<file path="src/rtl/alu_system_ctrl.sv">
// Hardwired three-cycle sequencer for the ALU system: two byte-fetch cycles
// followed by one execute cycle, with an absorbing HALT state.
module alu_system_ctrl (
  input  logic        Clock,
  input  logic        Reset,
  input  logic [15:0] IROut,
  input  logic [3:0]  ALUOutFlag,
  output logic [2:0]  RF_OutASel,
  output logic [2:0]  RF_OutBSel,
  output logic [1:0]  RF_FunSel,
  output logic [3:0]  RF_RSel,
  output logic [3:0]  RF_TSel,
  output logic [3:0]  ALU_FunSel,
  output logic [1:0]  ARF_OutCSel,
  output logic [1:0]  ARF_OutDSel,
  output logic [1:0]  ARF_FunSel,
  output logic [3:0]  ARF_RegSel,
  output logic        IR_LH,
  output logic        IR_Enable,
  output logic [1:0]  IR_Funsel,
  output logic        Mem_WR,
  output logic        Mem_CS,
  output logic [1:0]  MuxASel,
  output logic [1:0]  MuxBSel,
  output logic        MuxCSel,
  output logic [1:0]  State,
  output logic        Halted,
  output logic        Illegal
);

  localparam logic [1:0] FETCH_L = 2'd0;
  localparam logic [1:0] FETCH_H = 2'd1;
  localparam logic [1:0] EXEC    = 2'd2;
  localparam logic [1:0] HALT    = 2'd3;

  localparam logic [3:0] OP_LDI   = 4'd0;
  localparam logic [3:0] OP_LDM   = 4'd1;
  localparam logic [3:0] OP_STM   = 4'd2;
  localparam logic [3:0] OP_ALU   = 4'd3;
  localparam logic [3:0] OP_BRZ   = 4'd4;
  localparam logic [3:0] OP_INCAR = 4'd5;
  localparam logic [3:0] OP_HLT   = 4'd15;

  localparam logic [1:0] FUN_CLR  = 2'b00;
  localparam logic [1:0] FUN_LOAD = 2'b01;
  localparam logic [1:0] FUN_INC  = 2'b10;

  localparam logic [1:0] ARF_PC = 2'd0;
  localparam logic [1:0] ARF_AR = 2'd1;

  localparam logic [3:0] REG_PC = 4'b1000;
  localparam logic [3:0] REG_AR = 4'b0100;

  logic [1:0] state_q;
  logic [1:0] state_d;

  logic [3:0] op;
  logic [1:0] rd;
  logic [1:0] rs1;
  logic [1:0] rs2;
  logic [3:0] rd_onehot;
  logic       zero_flag;

  assign op        = IROut[15:12];
  assign rd        = IROut[11:10];
  assign rs1       = IROut[9:8];
  assign rs2       = IROut[7:6];
  assign zero_flag = ALUOutFlag[3];

  // RD = 0 addresses R1, which sits in the most significant enable bit.
  always_comb begin
    case (rd)
      2'd0:    rd_onehot = 4'b1000;
      2'd1:    rd_onehot = 4'b0100;
      2'd2:    rd_onehot = 4'b0010;
      default: rd_onehot = 4'b0001;
    endcase
  end

  always_comb begin
    case (state_q)
      FETCH_L: state_d = FETCH_H;
      FETCH_H: state_d = EXEC;
      EXEC:    state_d = (op == OP_HLT) ? HALT : FETCH_L;
      default: state_d = HALT;
    endcase
  end

  // NOTE: sequential state uses non-blocking assignment so every flop samples
  // the pre-edge value regardless of block evaluation order.
  always_ff @(posedge Clock or negedge Reset) begin
    if (!Reset) begin
      state_q <= FETCH_L;
    end else begin
      state_q <= state_d;
    end
  end

  assign State = state_q;

  // NOTE: every output receives its idle value before the case statement, so
  // no path through this block leaves a signal unassigned and infers a latch.
  always_comb begin
    RF_OutASel  = 3'd0;
    RF_OutBSel  = 3'd0;
    RF_FunSel   = FUN_CLR;
    RF_RSel     = 4'b0000;
    RF_TSel     = 4'b0000;
    ALU_FunSel  = 4'b0000;
    ARF_OutCSel = 2'd0;
    ARF_OutDSel = 2'd0;
    ARF_FunSel  = FUN_CLR;
    ARF_RegSel  = 4'b0000;
    IR_LH       = 1'b0;
    IR_Enable   = 1'b0;
    IR_Funsel   = FUN_CLR;
    Mem_WR      = 1'b0;
    Mem_CS      = 1'b1;
    MuxASel     = 2'd0;
    MuxBSel     = 2'd0;
    MuxCSel     = 1'b0;
    Halted      = 1'b0;
    Illegal     = 1'b0;

    // Reset gates the decode so outputs go idle without waiting for a clock.
    if (Reset) begin
      case (state_q)
        FETCH_L, FETCH_H: begin
          Mem_CS      = 1'b0;
          ARF_OutDSel = ARF_PC;
          IR_Enable   = 1'b1;
          IR_Funsel   = FUN_LOAD;
          IR_LH       = (state_q == FETCH_H);
          ARF_RegSel  = REG_PC;
          ARF_FunSel  = FUN_INC;
        end

        EXEC: begin
          case (op)
            OP_LDI: begin
              RF_RSel   = rd_onehot;
              MuxASel   = 2'd2;
              RF_FunSel = FUN_LOAD;
            end
            OP_LDM: begin
              ARF_OutDSel = ARF_AR;
              Mem_CS      = 1'b0;
              RF_RSel     = rd_onehot;
              MuxASel     = 2'd1;
              RF_FunSel   = FUN_LOAD;
            end
            OP_STM: begin
              RF_OutASel  = {1'b0, rs1};
              MuxCSel     = 1'b0;
              ALU_FunSel  = 4'b0000;
              ARF_OutDSel = ARF_AR;
              Mem_CS      = 1'b0;
              Mem_WR      = 1'b1;
            end
            OP_ALU: begin
              RF_OutASel = {1'b0, rs1};
              RF_OutBSel = {1'b0, rs2};
              ALU_FunSel = IROut[5:2];
              RF_RSel    = rd_onehot;
              MuxASel    = 2'd0;
              RF_FunSel  = FUN_LOAD;
            end
            OP_BRZ: begin
              if (zero_flag) begin
                MuxBSel    = 2'd2;
                ARF_RegSel = REG_PC;
                ARF_FunSel = FUN_LOAD;
              end
            end
            OP_INCAR: begin
              ARF_RegSel = REG_AR;
              ARF_FunSel = FUN_INC;
            end
            OP_HLT: begin
            end
            default: begin
              Illegal = 1'b1;
            end
          endcase
        end

        default: begin
          Halted = 1'b1;
        end
      endcase
    end
  end

endmodule

</file>
<file path="config.mk">
export PLATFORM = sky130hd
export DESIGN_NAME = alu_system_ctrl
export DESIGN_NICKNAME = d
export VERILOG_FILES = /design/src/rtl/alu_system_ctrl.sv
export SDC_FILE = /design/constraint.sdc
export NUM_CORES = 1
export LEC_CHECK = 0
export BUFFER_PORTS_ARGS = -buffer_cell sky130_fd_sc_hd__buf_4
export CORE_AREA = 2 2 44 46
export DETAILED_ROUTE_END_ITERATION = 10
export DIE_AREA = 0 0 46 48
export PLACE_DENSITY_LB_ADDON = 0.1
export SLEW_MARGIN = 20
export SYNTH_ARGS = -nofsm -noshare
export SYNTH_HDL_FRONTEND = slang
export SYNTH_SLANG_ARGS = --single-unit
</file>
<file path="constraint.sdc">
create_clock -name Clock -period 2.6 [get_ports Clock]
set_input_delay 0.26 -clock Clock [delete_from_list [all_inputs] [get_ports Clock]]
set_output_delay 0.26 -clock Clock [all_outputs]
set_load 0.05 [all_outputs]
</file>
== Word level (Yosys, flattened, before mapping) ==
Index checks and enable logic that the tools add are counted.
Operators by class
  eq/ne operators: 10
  muxes and demuxes: 53
  reduce and logical (&&, ||, !) cells: 9
Operator list (count)
  2-to-1 mux 4 bit: 8
  2-to-1 mux 2 bit: 14
  2-to-1 mux 1 bit: 23
  one-hot mux 4 bit (2 select lines): 2
  one-hot mux 2 bit (2 select lines): 3
  one-hot mux 4 bit (3 select lines): 1
  == test 4 x 2 -> 1 bit (second input constant): 2
  == test 4 x 3 -> 1 bit (second input constant): 2
  OR reduction 7 bit: 1
  one-hot mux 2 bit (3 select lines): 1
  OR reduction 2 bit: 3
  OR reduction 3 bit: 2
  == test 2 x 1 -> 1 bit (second input constant): 2
  == test 2 bit (second input constant): 2
  == test 4 x 1 -> 1 bit (second input constant): 1
  == test 4 bit (second input constant): 1
  logical NOT 2 bit: 2
  logical NOT 4 bit: 1
  one-hot mux 1 bit (2 select lines): 1
Word-level totals
  register bits after elaboration: 2
  output and inout bits: 45
  word-level logic and storage cells: 73

== Longest topological paths before layout ==
Gate-level depths: netlist (run 1).
  depth after elaboration: 5
  depth in mapped cells: 4
  depth with buffers taken out: 3

== Worst setup path before layout (run 1) ==
OpenSTA, ideal clock, no wires.
  kind: register to output
  from: register state_q[0], in the netlist State[0]
  to: output port MuxBSel[1]
  arrival time: 3.014 ns
  data required time: 2.340 ns
  setup slack: -0.674 ns
  stages on the path, launching flop included: 5
  path buffers: 2
  cells stage by stage: dfrtp_1 -> nand2b_1 -> buf_2 -> nor4_1 -> buf_4
On the way
  word-level cells in the longest chain between the ends: 3
Ends and longest elaborated chain
  start: declaration: RTL line 54  | logic [1:0] state_q;
  start signal: assignment: RTL line 95  | state_q <= state_d;
  == test 2 bit: RTL line 127  | case (state_q)
  2-to-1 mux 2 bit: RTL line 127
  2-to-1 mux 2 bit: RTL line 126  | if (Reset) begin
  end: declaration: RTL line 24  | output logic [1:0] MuxBSel,
Every way passes these cells.

== Final worst setup path (run 1) ==
  from: input port Reset
  to: output port RF_RSel[2]
On the way
  word-level cells in the longest chain between the ends: 1
Ends and longest elaborated chain
  start: declaration: RTL line 5  | input logic Reset,
  2-to-1 mux 4 bit: RTL line 126
  end: declaration: RTL line 11  | output logic [3:0] RF_RSel,
Every way passes these cells.

==> key figures, run 1 <==
Worst setup path
  – Data arrival, critical path: 2.22 ns
  – Required time reported for the critical path endpoint: 2.34 ns
  – Sort of element at the start of the critical path: input pin
  – Largest fanout on the critical path: 18
  – Critical Path Most Common Cell: sky130_fd_sc_hd__buf_4
  – Ordered cell list for the critical path: dlygate4sd3_1 > buf_4 > or3b_2 > nor4_1 > buf_4
  – Worst Setup Path Type: input pin to output pin
  – Slowest cell on crit path: sky130_fd_sc_hd__or3b_2
  – Register-to-register setup slack: 1.59 ns
  – Worst Path Buf+Inv: 3
  – Max incr delay on CP: 0.68 ns
  – Family of cells with the greatest summed delay on the critical path: simple AND/OR/NAND/NOR gates
  – Type of element capturing the critical path: output pin

Detailed routing
  – Antenna Nets Post-Route: 0
  – Post-route DRC violation count: 0
  – Number of DRC markers after the initial detailed-route iteration: 6
  – Vias per cell: 4.771
  – 1st-pass router iterations: 4
  – Detailed-route via count: 668
  – Wirelength, routed: 1633 um
  – Routed len/inst: 11.66 um

Floorplanning
  – Die width: 46 um
  – I/O pin total: 67
  – Die boundary height: 48 um
  – CORE AREA: 0.001689 mm^2
  – Die ar.: 0.002208 mm^2
  – Initial cell density of the core: 36.81%
  – Rows: 15

Synthesis
  – Synthesized area divided by synthesized cell count: 7.677 um^2
  – Number of synthesized register bits: 2
  – Number of distinct library cells after synthesis: 34
  – Mapped Area: 621.8 um^2
  – Instance count of the mapped netlist: 81
  – Count of synthesis-stage warnings from yosys: 0
  – Sequential share of the synthesized area: 8.048%

Global routing
  – First-pass GRT wire length: 2366 um
  – Pin count of the biggest net entering global routing: 19
  – Number of global-route vias before repair: 537
  – Overflow left after global routing: 0
  – Initial antenna violation count: 0
  – Overall Global Routing Usage: 14.42%

Clock network
  – Number of buffers on the longest clock path: 2
  – Inserted Clock Buffers: 3
  – CTS tree: built
  – Clock slew at the register clock pins of the worst setup and hold paths: 0.03 ns
  – Clock tree root buffer cell: sky130_fd_sc_hd__clkbuf_4
  – Clock tree sinks: 2
  – Worst-Skew Late Latency: 0.23 ns
  – Post-CTS Setup Inserts: 0
  – H-tree depth: 1

Finish
  – Layout cells sized above 1: 52.85%
  – Layout filler cell count: 189
  – Most common cell after layout, fill and taps aside: sky130_fd_sc_hd__buf_4
  – Post-Route Utilization: 54.59%
  – Max reg flops: 2
  – Non-filler cells, final: 140
  – Most frequent cells in the layout: sky130_fd_sc_hd__buf_4, sky130_fd_sc_hd__conb_1, sky130_fd_sc_hd__nor3_2
  – Number of antenna diodes: 0
  – Non-Filler Cell Area, Final: 922.1 um^2
  – Synth-to-layout area growth: 48.29%
  – Final-stage net count: 147

STA
  – Setup TNS: 0 ns
  – Fraction of the cycle the final worst path needs: 95.39%
  – Achievable frequency: 403.2 MHz
  – Hold Vio Cnt, Final: 0
  – Slew Viols, Final: 0
  – Maximum clock skew at final layout: 0.007061 ns
  – Setup repair after global routing missed its margin: false
  – Final setup violation count: 0
  – Fin crit period: 2.480 ns
  – Hold WS: 0.3697 ns

Place
  – # port buffers: 46
  – RePlAce Congestion: 0.7358
  – Total half-perimeter wirelength after legalization and detailed placement: 1262 um
  – Placed cell areas: 889.6 um^2
  – DP Cell Count: 136

Pwr
  – Max VDD drop: 0.8187 mV
  – Power density of the placed cells: 730.9 mW/mm^2
  – Standby leakage power: 0.4600 nW

Run
  – Number of max-cap violations: 0

Worst hold path
  – Class of the tightest hold or removal check: input pin to asynchronous set/reset pin

Status
  – Run status: finished, final reports clean
-- cells in the mapped netlist --
cell type	instances	share of area, %
sky130_fd_sc_hd__and3_1	1	1.0
sky130_fd_sc_hd__o31a_1	1	1.4
sky130_fd_sc_hd__nand4_1	1	1.0
sky130_fd_sc_hd__nor3_4	1	2.6
sky130_fd_sc_hd__nor3_2	9	14
sky130_fd_sc_hd__nor2b_1	5	5.0
sky130_fd_sc_hd__or2_2	1	1.0
sky130_fd_sc_hd__and2_1	1	1.0
sky130_fd_sc_hd__nor4_1	4	4.0
sky130_fd_sc_hd__nor3_1	1	0.80
sky130_fd_sc_hd__and4_1	1	1.4
sky130_fd_sc_hd__conb_1	1	0.60
sky130_fd_sc_hd__nand3_1	6	4.8
sky130_fd_sc_hd__a41o_1	1	1.6
sky130_fd_sc_hd__nand2_1	4	2.4
sky130_fd_sc_hd__buf_2	3	2.4
sky130_fd_sc_hd__and4b_1	1	1.6
sky130_fd_sc_hd__nor3b_1	1	1.2
sky130_fd_sc_hd__inv_1	2	1.2
sky130_fd_sc_hd__clkbuf_1	1	0.60
sky130_fd_sc_hd__buf_6	1	1.8
sky130_fd_sc_hd__dfrtp_1	2	8.0
sky130_fd_sc_hd__nor2_1	1	0.60
sky130_fd_sc_hd__or3b_1	1	1.4
sky130_fd_sc_hd__o21bai_1	1	1.2
sky130_fd_sc_hd__a21oi_1	2	1.6
sky130_fd_sc_hd__and3b_1	1	1.4
sky130_fd_sc_hd__buf_8	1	2.4
sky130_fd_sc_hd__buf_4	17	21
sky130_fd_sc_hd__nand2b_1	3	3.0
sky130_fd_sc_hd__or2b_1	2	2.4
sky130_fd_sc_hd__o41ai_1	1	1.4
sky130_fd_sc_hd__xnor2_1	1	1.4
sky130_fd_sc_hd__nor4b_2	1	2.4
-- what timing repair did --
| action | in CTS | in global routing |
|---|---|---|
| setup endpoints to repair | 0 | 3 |
| resized for setup | 0 | 1 |
| endpoints found under the hold margin | 2 | 0 |
| hold buffers | 1 | 0 |
-- metrics by stage --
step | setup slack (ns) | total power, mW
2_1_floorplan | -0.1616 | 0.4911
3_3_place_gp | 0.5949 | 0.6016
3_5_place_dp | 0.6003 | 0.6042
4_1_cts | 0.08176 | 0.6789
5_1_grt | 0.01775 | 0.7158
6_report | 0.1198 | 0.6740
-- cell families after synthesis --
family	count (synthesis)	share of synthesized area [%]
XOR/XNOR	1	1.409
AO/OA/AOI/OAI	6	7.245
flip-flops	2	8.049
other	1	0.6030
AND/OR/NAND/NOR	46	53.72
buffers and inverters	25	28.97
-- layer usage --
metal,global-route usage [%],routed length (um),up-vias
met1,18.22,751,298
li1,-,-,336
met2,24.72,753,32
met4,5.143,8,0
met5,0,0,-
met3,2.264,119,2
-- where the power goes --
part           total [mW]  internal (mW)  switching, mW
sequential         0.0736         0.0472         0.0263
combinational       0.530          0.145          0.385
clock              0.0708         0.0511         0.0197
-- area by class of cell --
class | instances | area (um^2) | area share [%]
inverters | 2 | 7.507 | 0.8141
repair buffers | 48 | 362.8 | 39.35
multi-input cells | 68 | 457.9 | 49.66
flip-flops and latches | 2 | 50.05 | 5.427
clock buffers | 3 | 22.52 | 2.442
well taps | 17 | 21.27 | 2.307
-- final timing paths --
kind                       cells after the start                from                 end
setup reg to reg                               2  State[1]$_DFF_PN0_  State[0]$_DFF_PN0_
min in group Clock                             3           IROut[15]  State[0]$_DFF_PN0_
setup / recovery                               5               Reset          RF_RSel[2]
hold / removal                                 2               Reset  State[0]$_DFF_PN0_
hold reg to reg                                1  State[0]$_DFF_PN0_  State[1]$_DFF_PN0_
max in group asynchronous                      2               Reset  State[1]$_DFF_PN0_
-- worst register-to-register path: cells and delay by family (launching register included) --
family / cells / cell delay [ns]
flip-flops: 1 / 0.42
AO/OA/AOI/OAI: 1 / 0.11
AND/OR/NAND/NOR: 1 / 0.34
Note: power is estimated with default switching activity, not from simulation.
==> run 2, diff against run 1 <==
--- a/config.mk
+++ b/config.mk
@@ -9,7 +9,7 @@
 export CORE_AREA = 2 2 44 46
 export DETAILED_ROUTE_END_ITERATION = 10
 export DIE_AREA = 0 0 46 48
-export PLACE_DENSITY_LB_ADDON = 0.1
+export PLACE_DENSITY = 0.83
 export SLEW_MARGIN = 20
 export SYNTH_ARGS = -nofsm -noshare
 export SYNTH_HDL_FRONTEND = slang
==> run 2 against run 1 <==
Net effect: core utilization increased by 0.15 points; cell count stayed put; non-clock buffer count did not move; design area rose by 0.27%; sequential power grew 5.0%; via count grew 4.9%; critical path type unchanged; clock skew is 0.0068 ns lower; clock power barely moved; setup slack better by 0.19 ns; critical endpoint is now RF_RSel[0].
==> key figures, run 2 (synthesized netlist as in run 1, its figures left out) <==
Worst hold path
  – Class of the tightest hold or removal check: input pin to asynchronous set/reset pin

STA
  – Fin crit period: 2.289 ns (-0.1911 ns)
  – Fraction of the cycle the final worst path needs: 88.04% (-7.3 points)
  – Setup repair after global routing missed its margin: false
  – Setup TNS: 0 ns (unchanged)
  – Achievable frequency: 436.9 MHz (+8.3%)
  – Slew Viols, Final: 0 (unchanged)
  – Final setup margin: 0.3109 ns (+0.1911 ns)
  – Hold Vio Cnt, Final: 0 (unchanged)
  – Final setup violation count: 0 (unchanged)
  – Maximum clock skew at final layout: 0.0002469 ns (-0.006814 ns)

Clock network
  – Number of buffers on the longest clock path: 2 (unchanged)
  – Post-CTS Setup Inserts: 0 (unchanged)
  – H-tree depth: 1 (unchanged)
  – Worst-Skew Late Latency: 0.23 ns (about the same)
  – CTS tree: built
  – Clock slew at the register clock pins of the worst setup and hold paths: 0.03 ns (about the same)
  – Inserted Clock Buffers: 3 (unchanged)
  – Clock tree sinks: 2 (unchanged)
  – Clock tree root buffer cell: sky130_fd_sc_hd__clkbuf_4

Global routing
  – Overflow left after global routing: 0 (unchanged)
  – Initial antenna violation count: 0 (unchanged)
  – Number of global-route vias before repair: 657 (+22%)
  – Pin count of the biggest net entering global routing: 19 (unchanged)
  – Overall Global Routing Usage: 17.98% (+3.6 points)
  – First-pass GRT wire length: 2918 um (+23%)

Pwr
  – Net load switching power: 443.5 uW (+2.9%)
  – Switch share: 64.57% (+0.61 points)
  – Combinational share of power: 78.5% (about the same)
  – Clk pwr share: 10.3% (-0.2 points)
  – Seq pwr share: 11.3% (+0.4 points)
  – Cell Int Power: 243.4 uW (+0.21%)
  – Power density of the placed cells: 742.9 mW/mm^2 (+1.6%)
  – Standby leakage power: 0.4612 nW (+0.25%)
  – Max VDD drop: 0.5644 mV (-31%)

Finish
  – Non-Filler Cell Area, Final: 924.6 um^2 (+0.27%)
  – Final-stage net count: 147 (unchanged)
  – Synth-to-layout area growth: 48.69%
  – Number of antenna diodes: 0 (unchanged)
  – Layout cells sized above 1: 52.85% (unchanged)
  – Post-Route Utilization: 54.74% (+0.15 points)
  – Most frequent cells in the layout: sky130_fd_sc_hd__buf_4, sky130_fd_sc_hd__conb_1, sky130_fd_sc_hd__nor3_2
  – Most common cell after layout, fill and taps aside: sky130_fd_sc_hd__buf_4
  – Max reg flops: 2 (unchanged)

Floorplanning
  – CORE AREA: 0.001689 mm^2 (unchanged)
  – I/O pin total: 67 (unchanged)
  – Die width: 46 um (unchanged)
  – Rows: 15 (unchanged)
  – Initial cell density of the core: 36.81% (unchanged)
  – Die boundary height: 48 um (unchanged)
  – Die ar.: 0.002208 mm^2 (unchanged)

Status
  – Run status: finished, final reports clean

Worst setup path
  – Worst Setup Path Type: input pin to output pin
  – Worst Path Buf+Inv: 3 (unchanged)
  – Source of the critical timing path: Reset
  – Required time reported for the critical path endpoint: 2.34 ns (about the same)
  – Terminus of the critical flop-to-flop path: State[0]$_DFF_PN0_
  – Type of element capturing the critical path: output pin
  – Ordered cell list for the critical path: dlygate4sd3_1 > buf_4 > or3b_4 > nor4_1 > buf_4
  – Depth of the most critical reg-to-reg path: 2 (unchanged)
  – Slowest cell on crit path: sky130_fd_sc_hd__dlygate4sd3_1
  – Sort of element at the start of the critical path: input pin
  – Family of cells with the greatest summed delay on the critical path: buffers and inverters
  – Register-to-register setup slack: 1.51 ns (-0.08 ns)
  – Critical Path Most Common Cell: sky130_fd_sc_hd__buf_4
  – Data arrival, critical path: 2.03 ns (-0.19 ns)
  – Largest fanout on the critical path: 18 (unchanged)
  – Source of the worst register-to-register timing path: State[1]$_DFF_PN0_
  – Max incr delay on CP: 0.52 ns (-0.16 ns)

Place
  – Placed cell areas: 889.6 um^2 (unchanged)
  – RePlAce Congestion: 0.6816 (-7.4%)
  – Post-place setup slack: 0.5738 ns (-0.02649 ns)
  – Total half-perimeter wirelength after legalization and detailed placement: 1407 um (+12%)
  – # port buffers: 46 (unchanged)

Detailed routing
  – Antenna Nets Post-Route: 0 (unchanged)
  – Detailed-route via count: 701 (+4.9%)
  – Wirelength, routed: 1915 um (+17%)
  – Number of DRC markers after the initial detailed-route iteration: 7 (+1)
  – Post-route DRC violation count: 0 (unchanged)
  – 1st-pass router iterations: 4 (unchanged)
  – Vias per cell: 5.007 (+4.9%)
  – Routed len/inst: 13.68 um (+17%)

Run
  – Number of max-cap violations: 0 (unchanged)
[run 2: changes by cell type in the layout (fill, tap and decap cells not counted)]
cell | previous run | this run
sky130_fd_sc_hd__or3b_4 | 0 | 1
sky130_fd_sc_hd__or3b_2 | 1 | 0
[run 2: worst reg2reg max path, stage by stage (launching register included)]
cell and delay, ns:
sky130_fd_sc_hd__dfrtp_1 0.45, sky130_fd_sc_hd__nor2b_1 0.38, sky130_fd_sc_hd__a21oi_1 0.12
[run 2: routing by layer]
metal / up-vias / routed length (um) / GRT usage, % / part of all wire, %
met5: - / 0 / 0 / 0
li1: 336 / - / - / -
met4: 0 / 21 / 7.429 / 1.1
met1: 326 / 694 / 19.33 / 36
met3: 4 / 101 / 1.509 / 5.3
met2: 35 / 1098 / 35.56 / 57
[run 2: layout make-up]
| class | instances | area, um^2 |
|---|---|---|
| Clock buffer | 3 | 22.52 |
| Fill cell | 177 | 764.5 |
| Inverter | 2 | 7.507 |
| Multi-Input combinational cell | 68 | 460.4 |
| Sequential cell | 2 | 50.05 |
| Tap cell | 17 | 21.27 |
| Timing Repair Buffer | 48 | 362.8 |
[run 2: what timing repair did]
action,4_1_cts,5_1_grt
gates resized for setup,0,2
endpoints found under the setup margin,0,2
hold buffers,1,0
endpoints found under the hold margin,2,0
[run 2: worst max-delay path by stage]
| stage | to | cells after the start |
|---|---|---|
| floorplan | RF_RSel[0] | 3 |
| global placement | RF_RSel[0] | 4 |
| detailed placement | RF_RSel[0] | 4 |
| CTS | RF_RSel[0] | 5 |
| global route | RF_RSel[0] | 5 |
| finish | RF_RSel[0] | 5 |
[run 2: stage by stage]
stage	hold WS [ns]	total power, mW	instances
after floorplan	-0.03559	0.4911	95
after global placement	0.06132	0.5959	136
after detailed placement	0.06270	0.6055	136
after CTS	0.3623	0.6856	140
after global routing	0.3843	0.7202	140
final	0.3733	0.6869	140
[run 2: power by group through the flow]
stage,Combinational (mW),Sequential (mW),Clock [mW]
detailed placement,0.532,0.0739,0
global placement,0.525,0.0714,0
floorplan,0.369,0.122,0
CTS,0.536,0.0762,0.0739
global route,0.566,0.0791,0.0750
finish,0.539,0.0773,0.0706
